File: config.mk
export PLATFORM = sky130hd
export DESIGN_NAME = sa_weight_fetch_streamer
export DESIGN_NICKNAME = d
export VERILOG_FILES = /design/src/rtl/sa_pkg.sv /design/src/rtl/sa_fifo2.sv /design/src/rtl/sa_weight_fetch_streamer.sv
export SDC_FILE = /design/constraint.sdc
export NUM_CORES = 1
export LEC_CHECK = 0
export ABC_AREA = 0
export CAP_MARGIN = 10
export CORE_MARGIN = 2
export CORE_UTILIZATION = 45
export CTS_CLUSTER_SIZE = 12
export DETAILED_ROUTE_END_ITERATION = 10
export PLACE_DENSITY = 0.77
export SLEW_MARGIN = 20
export SYNTH_ARGS = -nofsm -noshare
export SYNTH_HDL_FRONTEND = slang
export SYNTH_SLANG_ARGS = --single-unit
File: constraint.sdc
create_clock -name clk -period 3 [get_ports clk]
set_input_delay 0.6 -clock clk [delete_from_list [all_inputs] [get_ports clk]]
set_output_delay 0.6 -clock clk [all_outputs]
set_load 0.01 [all_outputs]
File: src/rtl/sa_pkg.sv
// Shared parameters and FSM encoding for the systolic-array weight path.
package sa_pkg;
  localparam int SA_N      = 3;
  localparam int SA_DATA_W = 8;
  localparam int SA_ADDR_W = 6;
  localparam int SA_W_BASE = 0;

  typedef enum logic [1:0] {
    S_IDLE,
    S_FETCH,
    S_DRAIN,
    S_DONE
  } sa_state_t;
endpackage

File: src/rtl/sa_fifo2.sv
// Two-entry FIFO; the caller guarantees no push when full
// unless a pop happens in the same cycle.
module sa_fifo2 #(
  parameter int W = 12
) (
  input  logic         clk,
  input  logic         reset,
  input  logic         i_push,
  input  logic [W-1:0] i_din,
  input  logic         i_pop,
  output logic [W-1:0] o_dout,
  output logic [1:0]   o_count,
  output logic         o_full,
  output logic         o_empty
);
  logic [W-1:0] r_mem [2];
  logic         r_wr_ptr;
  logic         r_rd_ptr;
  logic [1:0]   r_count;

  assign o_dout  = r_mem[r_rd_ptr];
  assign o_count = r_count;
  assign o_full  = (r_count == 2'd2);
  assign o_empty = (r_count == 2'd0);

  always_ff @(posedge clk or posedge reset) begin
    if (reset) begin
      r_mem[0] <= '0;
      r_mem[1] <= '0;
      r_wr_ptr <= 1'b0;
      r_rd_ptr <= 1'b0;
      r_count  <= 2'd0;
    end else begin
      if (i_push) begin
        r_mem[r_wr_ptr] <= i_din;
        r_wr_ptr        <= ~r_wr_ptr;
      end
      if (i_pop)
        r_rd_ptr <= ~r_rd_ptr;
      unique case ({i_push, i_pop})
        2'b10:   r_count <= r_count + 2'd1;
        2'b01:   r_count <= r_count - 2'd1;
        default: r_count <= r_count;
      endcase
    end
  end
endmodule

File: src/rtl/sa_weight_fetch_streamer.sv
// Reads an N x N weight tile column-major from row-major SRAM
// and streams it out over valid/ready with a 2-entry credit buffer.
module sa_weight_fetch_streamer
  import sa_pkg::*;
#(
  parameter int DATA_W    = SA_DATA_W,
  parameter int ADDR_W    = SA_ADDR_W,
  parameter int N         = SA_N,
  parameter int BASE_ADDR = SA_W_BASE
) (
  input  logic              clk,
  input  logic              reset,
  input  logic              start,
  output logic              busy,
  output logic              done,
  output logic              mem_rd_en,
  output logic [ADDR_W-1:0] mem_addr,
  input  logic [DATA_W-1:0] mem_rd_data,
  output logic              w_valid,
  input  logic              w_ready,
  output logic [DATA_W-1:0] w_data,
  output logic [3:0]        w_index,
  output logic              w_last
);
  localparam int NN = N * N;
  localparam int KW = $clog2(NN);
  localparam int CW = $clog2(N);
  localparam logic [KW-1:0]     K_LAST = KW'(NN - 1);
  localparam logic [CW-1:0]     R_LAST = CW'(N - 1);
  localparam logic [ADDR_W-1:0] A_BASE = ADDR_W'(BASE_ADDR);
  localparam logic [ADDR_W-1:0] A_STEP = ADDR_W'(N);

  sa_state_t         r_state;
  logic [CW-1:0]     r_row;
  logic [CW-1:0]     r_col;
  logic [KW-1:0]     r_k_issue;
  logic [KW-1:0]     r_k_inflight;
  logic [ADDR_W-1:0] r_addr;
  logic              r_inflight;

  logic                 w_pop;
  logic                 w_push;
  logic                 w_issue;
  logic                 w_full;
  logic                 w_empty;
  logic [1:0]           w_count;
  logic [2:0]           w_occ;
  logic [DATA_W+KW-1:0] w_head;
  logic [KW-1:0]        w_head_k;
  logic [7:0]           w_k8;

  sa_fifo2 #(.W(DATA_W + KW)) u_fifo (
    .clk     (clk),
    .reset   (reset),
    .i_push  (w_push),
    .i_din   ({mem_rd_data, r_k_inflight}),
    .i_pop   (w_pop),
    .o_dout  (w_head),
    .o_count (w_count),
    .o_full  (w_full),
    .o_empty (w_empty)
  );

  assign w_valid  = ~w_empty;
  assign w_pop    = w_valid & w_ready;
  assign w_push   = r_inflight & (~w_full | w_pop);
  assign w_data   = w_head[KW +: DATA_W];
  assign w_head_k = w_head[KW-1:0];
  assign w_k8     = 8'(w_head_k);
  assign w_index  = w_k8[3:0];
  assign w_last   = w_valid & (w_head_k == K_LAST);

  // Buffered plus in-flight may never exceed the two FIFO slots.
  assign w_occ   = {1'b0, w_count} + {2'b0, r_inflight};
  assign w_issue = (r_state == S_FETCH) &&
                   (w_occ < (3'd2 + {2'b0, w_pop}));

  assign mem_rd_en = w_issue;
  assign mem_addr  = r_addr;
  assign busy      = (r_state == S_FETCH) || (r_state == S_DRAIN);
  assign done      = (r_state == S_DONE);

  always_ff @(posedge clk or posedge reset) begin
    if (reset) begin
      r_state      <= S_IDLE;
      r_row        <= '0;
      r_col        <= '0;
      r_k_issue    <= '0;
      r_k_inflight <= '0;
      r_addr       <= '0;
      r_inflight   <= 1'b0;
    end else begin
      r_inflight <= w_issue;
      if (w_issue)
        r_k_inflight <= r_k_issue;
      unique case (r_state)
        S_IDLE: begin
          if (start) begin
            r_state   <= S_FETCH;
            r_row     <= '0;
            r_col     <= '0;
            r_k_issue <= '0;
            r_addr    <= A_BASE;
          end
        end
        S_FETCH: begin
          if (w_issue) begin
            r_k_issue <= r_k_issue + 1'b1;
            // Row wrap rewinds to the top of the next column.
            if (r_row == R_LAST) begin
              r_row  <= '0;
              r_col  <= r_col + 1'b1;
              r_addr <= A_BASE + ADDR_W'(r_col) + 1'b1;
            end else begin
              r_row  <= r_row + 1'b1;
              r_addr <= r_addr + A_STEP;
            end
            if (r_k_issue == K_LAST)
              r_state <= S_DRAIN;
          end
        end
        S_DRAIN: begin
          if (w_pop && w_last)
            r_state <= S_DONE;
        end
        S_DONE:  r_state <= S_IDLE;
        default: r_state <= S_IDLE;
      endcase
    end
  end
endmodule

======== Yosys cells after proc, flatten, opt, wreduce, memory -nomap -nowiden ========
Cells that the tools add are included.
storage, ports and cells
  word-level logic and storage cells ...... 86
  input bits .............................. 12
  register bits ........................... 49
cells by class
  equality and inequality tests ........... 14
  bitwise gates (word level) .............. 10
  magnitude comparators ................... 4
  multiplexer cells ....................... 26
  add/sub/neg operators ................... 9
  reductions and logical operators ........ 11
operator list
  kind                                                       number
  2-to-1 mux 12 bit                                          4
  bitwise mux 24 bit                                         1
  2-to-1 mux 2 bit                                           9
  2-to-1 mux 6 bit                                           3
  demux 12 bit (select 1 bit)                                1
  one-hot mux 2 bit (2 select lines)                         3
  one-hot mux 6 bit (2 select lines)                         1
  == test 2 bit (second input constant)                      5
  == test 4 bit (second input constant)                      2
  2-to-1 mux 4 bit                                           2
  one-hot mux 2 bit (4 select lines)                         1
  one-hot mux 4 bit (2 select lines)                         1
  AND reduction 4 bit                                        2
  adder 2 x 1 -> 2 bit (second input constant)               3
  adder 6 x 2 -> 6 bit (second input constant)               1
  != test 2 x 1 -> 1 bit (second input constant)             3
  adder 4 x 1 -> 4 bit (second input constant)               1
  == test 2 x 1 -> 1 bit (second input constant)             2
  greater-or-equal comparator 2 bit (second input constant)  2
  zero test 2 bit                                            2
  != test 2 bit (second input constant)                      2
  inverter 1 bit                                             4
  inverter 1 -> 2 bit                                        2
  nonzero test 2 bit                                         2
  other kinds (11)                                           15

======== Longest topological paths before layout ========
Gate-level depths: netlist of run 1.
  depth in word-level cells ............... 9
  depth in mapped cells ................... 8
  depth with buffers taken out ............ 7

======== Hierarchy ========
Synthesis of run 1 repeated with hierarchy kept, for this count alone.
unflattened totals
  cells, all modules ...................... 208
  area total of the unflattened synthesis .. 2,577.5 sq um
modules (own cells, without submodules)
  module                    seq. area each (sq um)  times used  area each (sq um)  cells each
  sa_weight_fetch_streamer  525.5                   1           1,311.3            128
  sa_fifo2                  700.7                   1           1,266.2            80

======== Worst setup path before layout of run 1 ========
Ideal clock, no wire load.
  kind .................................... register -> output
  start point ............................. register u_fifo.r_count[0] (netlist: u_fifo.o_count[0])
  end point ............................... output mem_rd_en
  setup slack ............................. 852 ps
  stages on the path, launching flop included .. 7
  data arrival time ....................... 1,548 ps
  cells stage by stage .................... dfrtp_1 -> ha_1 -> ha_1 -> o21a_1 -> nor2_1 -> nand2_1 -> inv_1
between the ends
  cells in the longest elaborated chain, start to end .. 6
  elaborated cells on any way between the ends .. 7
  classes of those cells .................. 2 x add/sub; 1 x order compare; 2 x bitwise; 2 x reduce/logical
RTL lines
  what                      RTL line                        RTL
  start: declaration        sa_fifo2.sv:19                  logic [1:0] r_count;
  start signal: assignment  sa_fifo2.sv:41                  2'b10: r_count <= r_count + 2'd1;
  start signal: assignment  sa_fifo2.sv:42                  2'b01: r_count <= r_count - 2'd1;
  start signal: assignment  sa_fifo2.sv:43                  default: r_count <= r_count;
  zero test 2 bit           sa_fifo2.sv:24                  assign o_empty = (r_count == 2'd0);
  inverter 1 bit            sa_weight_fetch_streamer.sv:64  assign w_valid = ~w_empty;
  AND 1 bit                 sa_weight_fetch_streamer.sv:65  assign w_pop = w_valid & w_ready;
  adder 2 x 1 -> 3 bit      sa_weight_fetch_streamer.sv:76  (w_occ < (3'd2 + {2'b0, w_pop}));
  < comparator 3 bit *      sa_weight_fetch_streamer.sv:76
  logical AND 1 bit *       sa_weight_fetch_streamer.sv:75  assign w_issue = (r_state == S_FETCH) &&
  end: declaration          sa_weight_fetch_streamer.sv:16  output logic mem_rd_en,
Every way passes the cells marked *; elsewhere a longest branch is shown, timed or not.

======== Final worst setup path of run 1 ========
  start point ............................. register r_inflight
  end point ............................... output mem_rd_en
between the ends
  cells in the longest elaborated chain, start to end .. 3
RTL lines
  what                      RTL line                        RTL
  start: declaration        sa_weight_fetch_streamer.sv:39  logic r_inflight;
  start signal: assignment  sa_weight_fetch_streamer.sv:93  r_inflight <= w_issue;
  adder 2 x 1 -> 3 bit      sa_weight_fetch_streamer.sv:74  assign w_occ = {1'b0, w_count} + {2'b0, r_inflight};
  < comparator 3 bit        sa_weight_fetch_streamer.sv:76
  logical AND 1 bit         sa_weight_fetch_streamer.sv:75
No other way between the ends.

==> results of run 1 <==
-- path summary, 6_finish.rpt --
kind / to / slack [ns] / depth (start not counted)
max: mem_rd_en / 0.15 / 7
min: u_fifo.r_mem[23]$_DFFE_PP0P_ / 0.51 / 1
max reg2reg: r_state[1]$_DFFE_PP0P_ / 0.89 / 6
min reg2reg: u_fifo.r_mem[23]$_DFFE_PP0P_ / 0.51 / 1
max in group asynchronous: u_fifo.o_count[0]$_DFFE_PP0P_ / 1.80 / 3
min in group asynchronous: mem_addr[2]$_DFFE_PP0P_ / 0.76 / 3
-- layout by cell type, fill, tap and decap left out, drive strengths merged, types with 3 or more instances in the layout --
master         synthesis  layout
dfrtp                 49      49
mux2                  41      41
clkdlybuf4s50          0      34
inv                   13      14
o21ai                 12      12
nand2                 10      10
ha                    10      10
buf                    3       8
nor2                   7       7
clkbuf                 4       5
a21oi                  5       5
nand2b                 4       4
nand4                  3       3
o31ai                  3       3
nor4b                  3       3
and3                   3       3
a211o                  3       3
o211ai                 3       3
-- power breakdown --
group	switching (mW)	internal, mW
registers	0.236	0.916
clock network	0.233	0.166
logic	0.633	0.836
-- final cells by class --
type | count | area [µm²] | area share [%]
Clock buffer | 5 | 68.82 | 2.262
Multi-Input combinational cell | 142 | 1184 | 38.91
Timing Repair Buffer | 42 | 400.4 | 13.16
Clock inverter | 3 | 21.27 | 0.6993
Tap cell | 72 | 90.09 | 2.962
Inverter | 13 | 48.80 | 1.604
Sequential cell | 49 | 1229 | 40.39
-- sequential cells by signal, summed over array words and instances, names as in the netlist --
| signal | cells |
|---|---|
| u_fifo.r_mem | 24 |
| u_fifo.r_rd_ptr | 1 |
| r_state | 2 |
| r_k_issue | 4 |
| r_col | 2 |
| r_inflight | 1 |
| u_fifo.o_count | 2 |
| r_k_inflight | 4 |
| u_fifo.r_wr_ptr | 1 |
| r_row | 2 |
| mem_addr | 6 |
-- metal layers --
| layer | up-vias | track usage, % | share of wire (%) | wire (µm) |
|---|---|---|---|---|
| li1 | 855 | - | - | - |
| met1 | 890 | 20.84 | 46 | 2195 |
| met2 | 42 | 28.19 | 48 | 2293 |
| met3 | 4 | 3.563 | 4.2 | 198 |
| met4 | 0 | 5.263 | 0.89 | 42 |
| met5 | - | 0 | 0 | 0 |
-- logic make-up (layout without fill, tap and decap cells) --
logic type	count (synthesis)	after routing	synth area share [%]
flops	49	49	49.42
buf+inv	20	63	3.177
compound gates	42	42	12.26
mux	43	43	19.41
xor+xnor	3	3	1.059
simple gates	44	44	9.632
fa+ha+maj	10	10	5.043
-- metrics by stage --
step / hold WS [ns] / util (%) / power [mW]
after floorplan: 0.4680 / - / 2.066
after global placement: 0.4814 / 54.28 / 2.580
after detailed placement: 0.4897 / 54.28 / 2.615
after CTS: 0.5114 / 55.95 / 3.021
after global routing: 0.5213 / 56.27 / 3.236
final: 0.5083 / 56.27 / 3.020
-- what timing repair did --
item / in CTS / in global routing
endpoints found under the hold margin: 0 / 0
endpoints found under the setup margin: 0 / 1
resized for setup: 0 / 2
setup buffers: 0 / 2
==> metrics.yaml, run 1 <==
cp-start-kind: "flop"
wl_per_cell_um: 14.51
place.gp.congestion: 0.8081
grtUsageTotal_pct: 16.47
yosysSeqAreaShare_pct: 49.42
dpl.cell_count: 316
dp_hpwl_um: 3250
tritoncts: "built"
crit_chain: "ha_1 > ha_1 > o21a_1 > nor2_1 > nand2_1 > inv_1 > clkdlybuf4s50_1"
cp_top_family: "buffers and inverters"
nNetsFinal: 275
clock_sinks: 49
start_util_pct: 45.90
cp.required_ns: 2.40
grt_pass1_wl_um: 8038
startpoint: "r_inflight$_DFF_PP0_"
drive_gt1_share_pct: 25.59
num_vias: 1791
die_x_um: 78.26
min_from: "u_fifo.r_mem[23]$_DFFE_PP0P_"
crit_buf_inv: 2
synth_nets: 233
cp_max_fo: 6
ir_drop_mv: 0.3813
die-area_um2: 6124
ctsHtreeMaxLevel: 2
fin_skew_ns: 0.009615
layoutNonFillerInstCount: 326
async_reset_ff_share_pct: 100.0
grt_max_degree: 50
fmax_ghz: 0.3514
synthFlopType: "dfrtp_1"
critical-path-slowest-cell: "clkdlybuf4s50_1"
synth_top_cells_by_count: "dfrtp_1 (49), mux2_2 (41), inv_1 (13)"
grt_pass1_vias: 1727
crit_type: "flop to output port"
yosysMostFrequentCell: "dfrtp_1"
yosys.area.top_type: "dfrtp_1"
die_h_um: 78.26
status: "finished, final reports clean"
relSlewSlack_pct: 35.24
synth_top_cell_area_share_pct: 49.42
clock_latency_ns: 0.31
rr_startpoint: "r_inflight$_DFF_PP0_"
pin_count: 35
cts_buffer_depth: 2
ys_seq_elements: 49
post-route-worst-setup-slack_ns: 0.1546
drtIter0Drc: 58
place_area_um2: 2934
rsz0062_at_grt: "no"
powerDensity_nw_per_um2: 992.9
period_share_pct: 94.85
final_area_um2: 3042
hp-class: "flop to flop"
drv_cap: 0
ys_types: 43
finalSetupViolations: 0
worstMarginPinSlew_ns: 0.9678
cts_hold_buf: 0
hold_viol: 0
p_leak_nw: 1.352
netlist_top_cells_area: "dfrtp_1 (49%), mux2_2 (19%), ha_1 (5.0%)"
avgSynthCellArea_um2: 11.76
coreArea_um2: 5405
syn2layout_area_growth_pct: 22.59
grt_antenna_before_repair: 0
place_ws_ns: 0.1685
viasPerCell: 5.494
ant_nets: 0
path_common_cell: "ha_1"
gr-total-overflow: 0
antenna_cells: 0
slowest_delay_ns: 0.53
wirelength_um: 4730
drt-pass1-iter-count: 4
layout_min_cycle_time_ns: 2.845
num-fill-cells: 463
end_kind: "output port"
syn_area_um2: 2481
worstPathArrival_ns: 2.25
synth_edf_count: 0
drc_errors: 0
yosys_warnings: 0
setup_tns_ns: 0
cts_root_buf: "clkbuf_8"
slew_violations: 0
numCtsBuffers: 5
num_rows: 27
io_buffers: 34
cts.reportedPaths.clkPinSlew_ns: 0.10
syn_inst: 211
Note: power is estimated with default switching activity, not from simulation.
==> run 2, diff against run 1 <==
--- a/config.mk
+++ b/config.mk
@@ -8,10 +8,10 @@
 export ABC_AREA = 0
 export CAP_MARGIN = 10
 export CORE_MARGIN = 2
-export CORE_UTILIZATION = 45
+export CORE_UTILIZATION = 42
 export CTS_CLUSTER_SIZE = 12
 export DETAILED_ROUTE_END_ITERATION = 10
-export PLACE_DENSITY = 0.77
+export PLACE_DENSITY = 0.73
 export SLEW_MARGIN = 20
 export SYNTH_ARGS = -nofsm -noshare
 export SYNTH_HDL_FRONTEND = slang
==> metrics.yaml, run 2 (synthesized netlist as in run 1, its figures left out) <==
cp_top_family: "buffers and inverters"
cts.reportedPaths.clkPinSlew_ns: 0.08
cts_buffer_depth: 2
io_buffers: 34
critical-path-slowest-cell: "clkdlybuf4s50_1"
cts_root_buf: "clkbuf_8"
min_path_cells: 1
fin_skew_ns: 0.01162
place.gp.congestion: 0.8504
coreArea_um2: 5608
ir_drop_mv: 0.4347
drive_gt1_share_pct: 25.00
grt_max_degree: 28
path_common_cell: "ha_1"
grt_antenna_before_repair: 0
powerDensity_nw_per_um2: 1007
rr_worst_depth: 6
numCtsBuffers: 5
die_x_um: 80.86
nNetsFinal: 273
clock_latency_ns: 0.30
status: "finished, final reports clean"
gr-total-overflow: 0
ant_nets: 0
worstMarginPinSlew_ns: 0.9753
clock_power_share_pct: 15.7
crit_type: "flop to output port"
p_sw_mw: 1.080
largest_reg_flops: 24
crit_chain: "ha_1 > ha_1 > o21a_1 > nor2_1 > nand2_1 > inv_1 > clkdlybuf4s50_1"
power_frac_seq_pct: 37.3
min_from: "u_fifo.r_mem[10]$_DFFE_PP0P_"
period_share_pct: 94.86
die_h_um: 80.86
drv_cap: 0
layout_min_cycle_time_ns: 2.846
viasPerCell: 5.466
pwr-share-comb_pct: 47.0
p_int_mw: 2.012
crit_buf_inv: 2
fmax_ghz: 0.3514
dp_hpwl_um: 3335
setup_tns_ns: 0
ctsHtreeMaxLevel: 2
worstPathArrival_ns: 2.25
grt_pass1_wl_um: 7941
cts_hold_buf: 0
holdPathEnd: "u_fifo.r_mem[10]$_DFFE_PP0P_"
grt_pass1_vias: 1772
clock_sinks: 49
slew_violations: 0
top_register: "u_fifo.r_mem"
final_cell_mix: "dfrtp_1 (47), mux2_2 (41), clkdlybuf4s50_1 (34), inv_1 (12)"
netSwitchingFraction_pct: 34.93
finalSetupViolations: 0
antenna_cells: 0
drc_errors: 0
end_kind: "output port"
grtUsageTotal_pct: 15.38
hold_viol: 0
pin_count: 35
start_util_pct: 44.24
drt-pass1-iter-count: 4
num_rows: 27
hp-class: "flop to flop"
final_common_cell: "dfrtp_1"
rsz0062_at_grt: "no"
num_vias: 1771
cp-start-kind: "flop"
reg2reg_slack_ns: 0.89
rr_startpoint: "u_fifo.o_count[0]$_DFFE_PP0P_"
place_area_um2: 2947
cp.required_ns: 2.40
p_leak_nw: 1.359
die-area_um2: 6538
syn2layout_area_growth_pct: 23.70
crit-reg2reg-capture: "r_state[1]$_DFFE_PP0P_"
relSlewSlack_pct: 34.74
slowest_delay_ns: 0.53
tritoncts: "built"
wl_per_cell_um: 14.34
drtIter0Drc: 44
final_area_um2: 3069
cp_max_fo: 9
wirelength_um: 4647
==> run 2: power groups by stage <==
stage                     Clock [mW]  Sequential, mW  Combinational (mW)
after floorplan                    0            1.07               0.994
after global placement             0            1.15                1.43
after detailed placement           0            1.17                1.46
after CTS                      0.501            1.15                1.47
after global routing           0.526            1.19                1.59
final                          0.486            1.15                1.45
==> run 2: metrics by stage <==
stage                     power, mW  instances  setup WS, ns  util, %  hold slack (ns)
final                         3.092        324        0.1541    54.73           0.5092
after global routing          3.314        324      0.009658    54.73           0.5152
after CTS                     3.124        324        0.1114    54.69           0.5107
after detailed placement      2.627        316        0.1638    52.54           0.4915
after global placement        2.586        316        0.1980    52.54           0.4806
after floorplan               2.066        211        0.8524        -           0.4680
==> run 2: worst max path at each step <==
stage	depth (start not counted)	slack, ns	from	end
floorplan	6	0.85	u_fifo.o_count[0]$_DFFE_PP0P_	mem_rd_en
global placement	7	0.20	w_ready	mem_rd_en
detailed placement	7	0.16	w_ready	mem_rd_en
CTS	7	0.11	u_fifo.o_count[0]$_DFFE_PP0P_	mem_rd_en
global route	7	0.01	r_inflight$_DFF_PP0_	mem_rd_en
finish	7	0.15	u_fifo.o_count[0]$_DFFE_PP0P_	mem_rd_en
==> run 2: per-layer routing <==
metal	GRT usage (%)	wire length, µm
met1	18.14	2008
met5	0	0
met4	4.576	48
met3	4.111	234
met2	27.36	2354
==> run 2: what timing repair did <==
action | CTS | global route
gates resized for setup | 0 | 2
hold endpoints to repair | 0 | 0
setup buffers | 0 | 0
setup endpoints to repair | 0 | 1
==> run 2: layout make-up <==
cell class	instances	area (µm²)
clock inverters	2	37.54
well taps	72	90.09
flip-flops and latches	49	1229
repair buffers	40	397.9
fillers	497	2539
clock buffers	6	82.58
multi-input cells	142	1184
inverters	13	48.80
